**config.mk**
```make
export PLATFORM = sky130hd
export DESIGN_NAME = rsa_job_seq
export DESIGN_NICKNAME = d
export VERILOG_FILES = /design/src/rtl/rsa_job_seq.sv
export SDC_FILE = /design/constraint.sdc
export NUM_CORES = 1
export LEC_CHECK = 0
export CORE_ASPECT_RATIO = 1.5
export CORE_MARGIN = 8
export CORE_UTILIZATION = 30
export DETAILED_ROUTE_END_ITERATION = 6
export PLACE_DENSITY = 0.63
export SETUP_SLACK_MARGIN = 0.3
export SLEW_MARGIN = 20
export SYNTH_ARGS = -nofsm -noshare
export SYNTH_HDL_FRONTEND = slang
export SYNTH_SLANG_ARGS = --single-unit
export TNS_END_PERCENT = 50
```
**constraint.sdc**
```tcl
create_clock -name HCLK -period 4.2 [get_ports HCLK]
set_input_delay 0.84 -clock HCLK [delete_from_list [all_inputs] [get_ports HCLK]]
set_output_delay 0.84 -clock HCLK [all_outputs]
set_load 0.01 [all_outputs]
```
**src/rtl/rsa_job_seq.sv**
```systemverilog
// rsa_job_seq: AHB-lite master that loads operands into ahb_rsa2048, starts it, polls STATUS and stores the result.
// Optional STATUS-read timeout is enabled by defining RSA_SEQ_TIMEOUT_EN.
module rsa_job_seq #(
   parameter logic [31:0] RSA_BASE = 32'h7800_0000
`ifdef RSA_SEQ_TIMEOUT_EN
   , parameter logic [15:0] POLL_TIMEOUT = 16'hFFFF
`endif
) (
   input  logic        HCLK,
   input  logic        HRESET,
   input  logic        job_valid,
   output logic        job_ready,
   input  logic [31:0] job_src,
   input  logic [31:0] job_dst,
   input  logic [6:0]  job_nwords,
   output logic        busy,
   output logic        done,
   output logic        err,
   output logic [31:0] M_HADDR,
   output logic [1:0]  M_HTRANS,
   output logic        M_HWRITE,
   output logic [2:0]  M_HSIZE,
   output logic [2:0]  M_HBURST,
   output logic [31:0] M_HWDATA,
   input  logic [31:0] M_HRDATA,
   input  logic        M_HREADY,
   input  logic [1:0]  M_HRESP
);
   typedef enum logic [3:0] {IDLE, LD_RD, LD_WR, START, POLL, ST_RD, ST_WR, DONE, ERR} state_t;
   state_t state, nst;
   logic dph, last, nbus, job_ok;
   logic [31:0] src, dst, naddr;
   logic [6:0] nw, idx, ni;
`ifdef RSA_SEQ_TIMEOUT_EN
   logic [15:0] pcnt;
`endif
   assign job_ready = state == IDLE;
   assign busy = state != IDLE;
   assign M_HSIZE = 3'b010;
   assign M_HBURST = 3'b000;
   assign job_ok = job_nwords != 7'd0 && job_nwords <= 7'd64;
   // Successor of the current bus state and the address of its transfer, used when a data phase completes.
   always_comb begin
      last = idx + 7'd1 == nw;
      nst = state == LD_RD ? LD_WR :
            state == LD_WR ? (last ? START : LD_RD) :
            state == START ? POLL :
            state == POLL  ? (M_HRDATA[0] ? ST_RD : POLL) :
            state == ST_RD ? ST_WR :
            state == ST_WR ? (last ? DONE : ST_RD) : IDLE;
`ifdef RSA_SEQ_TIMEOUT_EN
      if (state == POLL && !M_HRDATA[0] && pcnt + 16'd1 == POLL_TIMEOUT) nst = ERR;
`endif
      ni = (state == LD_WR || state == ST_WR) ? (last ? 7'd0 : idx + 7'd1) : idx;
      naddr = nst == LD_RD ? {src[31:2] + 30'(ni), 2'b00} :
              nst == LD_WR ? RSA_BASE + 32'h100 + {23'd0, ni, 2'b00} :
              nst == START ? RSA_BASE :
              nst == POLL  ? RSA_BASE + 32'h4 :
              nst == ST_RD ? RSA_BASE + 32'h200 + {23'd0, ni, 2'b00} :
                             {dst[31:2] + 30'(ni), 2'b00};
      nbus = nst != DONE && nst != ERR && nst != IDLE;
   end
   always_ff @(posedge HCLK) begin
      if (HRESET) begin
         state <= IDLE;
         dph <= 1'b0;
         M_HTRANS <= 2'b00;
         M_HADDR <= 32'h0;
         M_HWRITE <= 1'b0;
         M_HWDATA <= 32'h0;
         done <= 1'b0;
         err <= 1'b0;
         src <= 32'h0;
         dst <= 32'h0;
         nw <= 7'd0;
         idx <= 7'd0;
`ifdef RSA_SEQ_TIMEOUT_EN
         pcnt <= 16'd0;
`endif
      end else begin
         done <= 1'b0;
         err <= 1'b0;
         case (state)
            IDLE: if (job_valid) begin
               src <= job_src;
               dst <= job_dst;
               nw <= job_nwords;
               idx <= 7'd0;
`ifdef RSA_SEQ_TIMEOUT_EN
               pcnt <= 16'd0;
`endif
               if (job_ok) begin
                  state <= LD_RD;
                  M_HTRANS <= 2'b10;
                  M_HADDR <= {job_src[31:2], 2'b00};
                  M_HWRITE <= 1'b0;
               end else begin
                  state <= ERR;
                  err <= 1'b1;
               end
            end
            DONE, ERR: state <= IDLE;
            default: if (!dph) begin
               M_HTRANS <= 2'b00;
               dph <= 1'b1;
            end else if (M_HRESP == 2'b01) begin
               // Abort on the first ERROR cycle; the bus stays IDLE through the second one.
               state <= ERR;
               err <= 1'b1;
               dph <= 1'b0;
            end else if (M_HREADY) begin
               dph <= 1'b0;
               state <= nst;
               idx <= ni;
               done <= nst == DONE;
               err <= nst == ERR;
               if (state == LD_RD || state == ST_RD) M_HWDATA <= M_HRDATA;
               if (nst == START) M_HWDATA <= 32'h1;
               if (nbus) begin
                  M_HTRANS <= 2'b10;
                  M_HADDR <= naddr;
                  M_HWRITE <= nst == LD_WR || nst == START || nst == ST_WR;
               end
`ifdef RSA_SEQ_TIMEOUT_EN
               if (state == POLL) pcnt <= pcnt + 16'd1;
`endif
            end
         endcase
      end
   end
endmodule

```
[After elaboration in Yosys (flattened, before gate mapping)]
Cells that the tools add are included.
Cells by class
  add/sub/neg operators: 5
  reduce and logical (&&, ||, !) cells: 26
  bitwise operators: 5
  mux-type cells: 59
  eq/ne operators: 26
  $lt $le $gt $ge: 1
Operators by type and width (count)
  32-bit 2-to-1 mux: 13
  31-bit by 9-bit adder with 32-bit output, first input constant: 2
  32-bit one-hot mux with 2 select lines: 1
  30-bit by 7-bit adder with 30-bit output: 2
  7-bit 2-to-1 mux: 6
  4-bit 2-to-1 mux: 5
  3-bit 2-to-1 mux: 6
  4-bit by 3-bit == test with 1-bit output, second input constant: 4
  2-bit 2-to-1 mux: 8
  1-bit 2-to-1 mux: 15
  7-bit one-hot mux with 2 select lines: 1
  3-bit == test, second input constant: 4
  4-bit nonzero test: 3
  5-bit AND reduction: 2
  3-bit != test, second input constant: 3
  4-bit by 2-bit == test with 1-bit output, second input constant: 2
  4-bit one-hot mux with 2 select lines: 1
  2-bit nonzero test: 4
  7-bit by 1-bit adder with 7-bit output, second input constant: 1
  7-bit == test: 1
  7-bit <= comparator, second input constant: 1
  7-bit AND reduction: 1
  7-bit nonzero test: 1
  7-bit OR reduction: 1
  22 further kinds: 34
Word-level totals
  input bits: 109
  bits in registers: 152
  output and inout port bits: 77
  logic and storage cells: 134

[Logic depth before layout (Yosys ltp)]
  depth after elaboration: 20
  depth in mapped cells: 18
  mapped depth without buffers: 17

[Worst setup path before layout]
No wires, ideal clock.
  kind: reg-to-reg
  start: reg idx[1]
  end: reg M_HADDR[25]
  path slack: 0.169 ns
  data arrival time: 3.897 ns
  required time: 4.066 ns
  clock period less this slack: 4.031 ns
  cell stages (with the launch flop): 17
  buffers on the path: 1
  setup time: 0.134 ns
  path through: dfxtp_1 ha_1 and3_1 nand3_1 xnor2_2 and3_1 buf_4 o21ai_0 ha_1 a21o_1 a221oi_1 a21oi_1 nand2_1 xor2_1 nor2_1 a211oi_1 nor4_2
On the way
  word-level cells in the longest chain between the ends: 20
  elaborated cells between the ends (all ways): 38
  classes of those cells: 5 x add/sub; 8 x eq/ne; 20 x mux; 5 x reduce/logical
RTL lines
  start, declared: line 33  | logic [6:0] nw, idx, ni;
  start signal, assigned: line 114  | idx <= ni;
  branches (longest 20 deep; another with 31-bit by 9-bit adder with 32-bit output)
  end signal, assigned: line 95  | M_HADDR <= {job_src[31:2], 2'b00};
  end signal, assigned: line 121  | M_HADDR <= naddr;
  end, declared: line 19  | output logic [31:0] M_HADDR,
Several ways; the timed one is not identified. The select of a mux whose other input is x is not followed.
A chain may end at the register's enable or synchronous reset.

[Worst setup path in the final report]
  start: reg idx[0]
  end: reg M_HADDR[15]
The elaborated chain is that of the path after synthesis.

==> summary.md <==
| Metric | Value |
|---|---|
| Last weighted congestion value of the routability-driven placer | 0.867 |
| Fmax | 265 MHz |
| Data arrival time of the worst path | 4070 ps |
| Die height | 216 um |
| Endpoints failing setup | 0 |
| N_diodes | 0 |
| Worst clock skew | 11.7 ps |
| Setup TNS | 0 ps |
| Chip Width | about 150 um |
| Number of global-route vias before repair | 8196 |
| Final slew viol count | 0 |
| Overall Global Routing Usage | 0.173 |
| Cts bufs inserted | 17 |
| CP Launch Type | flip-flop |
| Die Footprint | ~32000 sq um |
| CP Buf/Inv Count | 2 |
| Post-Layout Cell Count | around 1.6k |
| Nets | 1372 |
| Skew-Pair Late Insertion Delay | 430 ps |
| DR WL/cell | 17.9 um |
| Finished Core Util | 0.421 |
| Critical path class | flip-flop to flip-flop |
| Top_reg_cell synth | dfxtp_1 |
| Layout fillers | between 2k and 3k |
| Initial Utilization | 0.303 |
| LEAKAGE | 4.03 nW |
| Hold Crit Class | flip-flop to flip-flop |
| Total core area | 26400 sq um |
| CP Data Required Time | 4500 ps |
| Clock Path Buffers | 2 |
| I/O Buffers | 172 |
| Power Total | 4.20 mW |
| Yosys cell types | 70 |
| Area Overhead vs Synth | 39.0% |
| HPWL after DPL | 20300 um |
| Remaining global-route overflow | 0 |
| Initial antenna violation count | 0 |
| Vias | a little over 8k |
| CTS H-tree lvls | 4 |
| Final ANT Viol Nets | 0 |
| DRC Markers | 0 |
| Synth warn | 0 |
| CP cell instances | ha_4 -> xor2_1 -> o211a_1 -> o22ai_4 -> and3_4 -> a21oi_1 -> o21ai_2 -> o31ai_4 -> ha_1 -> o21a_1 -> o211ai_1 -> buf_4 -> a211oi_2 -> xor2_1 -> a21oi_1 -> o21ai_1 -> buf_4 -> o211ai_1 -> a21oi_1 |
| Layout cells sized above 1 | 0.115 |
| First drt pass iteration count | 5 |
| VDD IR-drop max | 298 uV |
| Clock root buffer | clkbuf_16 |
| EDFF count, synth | 0 |
| Final Cycle Share | 0.899 |
| Iteration-0 DRC Markers | 630 |
| Post-Route WL | 28500 um |
| Pwr dens | ~380 nW/um^2 |
| Placed cells | 1554 |
| Most used cell, CP | a21oi_1 |
| Largest net degree at the start of global routing | 93 |
| Synth Area per Inst | ~7.5 sq um |
| CP top delay family | compound AO/OA/AOI/OAI gates |
| RSZ-0062 raised after global routing | yes |
| Tmin final | 3780 ps |
| MaxCap Viol Count | 0 |
| Ys async rst share | 0 |
| Post-synthesis cell count | between 1k and 1.5k |
| CTS tree | yes |
| TritonCTS Sinks | 145 |
| Max-Slew Margin vs Limit | 0.353 |
| CP max-delay cell | dfxtp_4 |
| Setup crit end kind | flip-flop |
| CP max FO | 6 |
| First-pass GRT wire length | 44300 um |
| Hold buffers post-CTS | 0 |
| Reg clk slew, reported paths | 60 ps |
| Synth Cell Area | 7990 sq um |
| Site row count | 73 |
| Status | finished clean |
| Post-synthesis sequential element count | 145 |
| Final Hold Viols | 0 |
| Worst slew pin tran | 970 ps |
| Via/cell ratio | 5.20 |
| Register area share after synthesis | 0.363 |
| CP peak stage delay | 360 ps |
| I/O Pins | between 150 and 200 |
cells by family (layout without fill, tap and decap cells):
logic type / after synthesis / count (layout) / share of synthesized area
compound gates: 287 / 287 / 0.218
buf+inv: 93 / 282 / 0.0551
simple gates: 445 / 445 / 0.254
xor+xnor: 66 / 66 / 0.0733
mux: 3 / 3 / 0.00392
fa+ha+maj: 19 / 19 / 0.0316
other cells: 2 / 9 / 0.000940
flops: 145 / 145 / 0.363
final cells by class:
| type | instances | area (sq um) | share of cell area |
|---|---|---|---|
| clock buffer | 19 | 433 | 0.0390 |
| multi-input combinational | 829 | 4840 | 0.435 |
| inverter | 11 | 41.3 | 0.00372 |
| clock inverter | 12 | 206 | 0.0186 |
| timing repair buffer | 240 | 2250 | 0.203 |
| tap | 337 | 422 | 0.0380 |
| sequential | 145 | 2920 | 0.262 |
report_power, final:
| part | leakage [nW] | internal, mW | switching (mW) |
|---|---|---|---|
| Combinational | 2.54 | 0.402 | 0.532 |
| Sequential | 1.19 | 1.48 | 0.0977 |
| Clock | 0.308 | 1.06 | 0.628 |
| Total | 4.03 | 2.94 | 1.26 |
flip-flops by register name, summed over array words and instances, names as in the netlist:
register / flops
nw: 7
dst: 30
dph: 1
M_HWRITE: 1
src: 30
state: 4
M_HTRANS: 1
M_HADDR: 30
idx: 7
M_HWDATA: 32
err: 1
done: 1
timing repair:
item                       4_1_cts  5_1_grt
setup buffers                    0        8
setup endpoints to repair       26       26
gates resized for setup         10       37
pin swaps                        2       11
worst paths after layout:
check | end | slack [ps] | start | depth (start not counted)
setup reg to reg | M_HADDR[15] | 420 | idx[0] | 19
hold / removal | M_HWDATA[19] | 450 | M_HWDATA[19] | 2
hold reg to reg | M_HWDATA[19] | 450 | M_HWDATA[19] | 2
setup / recovery | M_HADDR[15] | 420 | idx[0] | 19
worst reg2reg max path: cells and delay by family, from the launching register on:
kind | cells | cell delay [ps]
buffers and inverters | 2 | 370
AO/OA/AOI/OAI | 12 | 1810
adder cells (fa/ha/maj) | 2 | 520
XOR/XNOR | 2 | 310
flip-flops | 1 | 360
AND/OR/NAND/NOR | 1 | 270
metrics by stage:
stage	cell area, sq um	hold WS [ps]	worst slack, ps
finish	11100	446	425
global route	11100	470	259
CTS	10900	451	284
detailed placement	10200	439	-12.0
global placement	10200	438	103
floorplan	8020	441	250
cells in the mapped netlist (7+ instances only):
| library cell | n | area (sq um) |
|---|---|---|
| inv_1 | 11 | 41.3 |
| nor3_1 | 26 | 130 |
| xor2_1 | 25 | 219 |
| ha_1 | 17 | 213 |
| nand2_1 | 217 | 815 |
| nor4_1 | 8 | 50.1 |
| a21oi_1 | 158 | 791 |
| a211oi_1 | 9 | 67.6 |
| nand4_1 | 12 | 75.1 |
| nor2_1 | 69 | 259 |
| dfxtp_1 | 145 | 2900 |
| a22oi_1 | 7 | 52.6 |
| buf_1 | 8 | 30.0 |
| buf_4 | 15 | 113 |
| and3_1 | 18 | 113 |
| xnor2_1 | 40 | 350 |
| o21ai_0 | 40 | 200 |
| a21o_1 | 7 | 52.6 |
| buf_2 | 16 | 80.1 |
| o211ai_1 | 7 | 52.6 |
| nand3_1 | 59 | 295 |
| clkbuf_1 | 41 | 154 |
routing by layer:
metal,up-vias,GRT usage,part of all wire
met4,0,0.0804,0.035
li1,4065,-,-
met5,-,0,0
met2,261,0.314,0.53
met3,57,0.0335,0.056
met1,3906,0.188,0.38
cells in the final DEF, fill, tap and decap left out, types with 8 or more instances in the layout:
| cell type | synthesis | layout |
|---|---|---|
| buf_4 | 15 | 66 |
| nor4_1 | 8 | 8 |
| inv_1 | 11 | 11 |
| clkbuf_16 | 0 | 17 |
| nand2_1 | 217 | 215 |
| nor2_1 | 69 | 68 |
| a211oi_1 | 9 | 8 |
| dfxtp_1 | 145 | 139 |
| clkdlybuf4s50_1 | 0 | 171 |
| nand4_1 | 12 | 12 |
| and3_1 | 18 | 16 |
| nor3_1 | 26 | 25 |
| a21oi_1 | 158 | 155 |
| xnor2_1 | 40 | 40 |
| o21ai_0 | 40 | 33 |
| nand3_1 | 59 | 58 |
| conb_1 | 2 | 9 |
| ha_1 | 17 | 15 |
| xor2_1 | 25 | 24 |
Power figures use the tool's default switching activity.
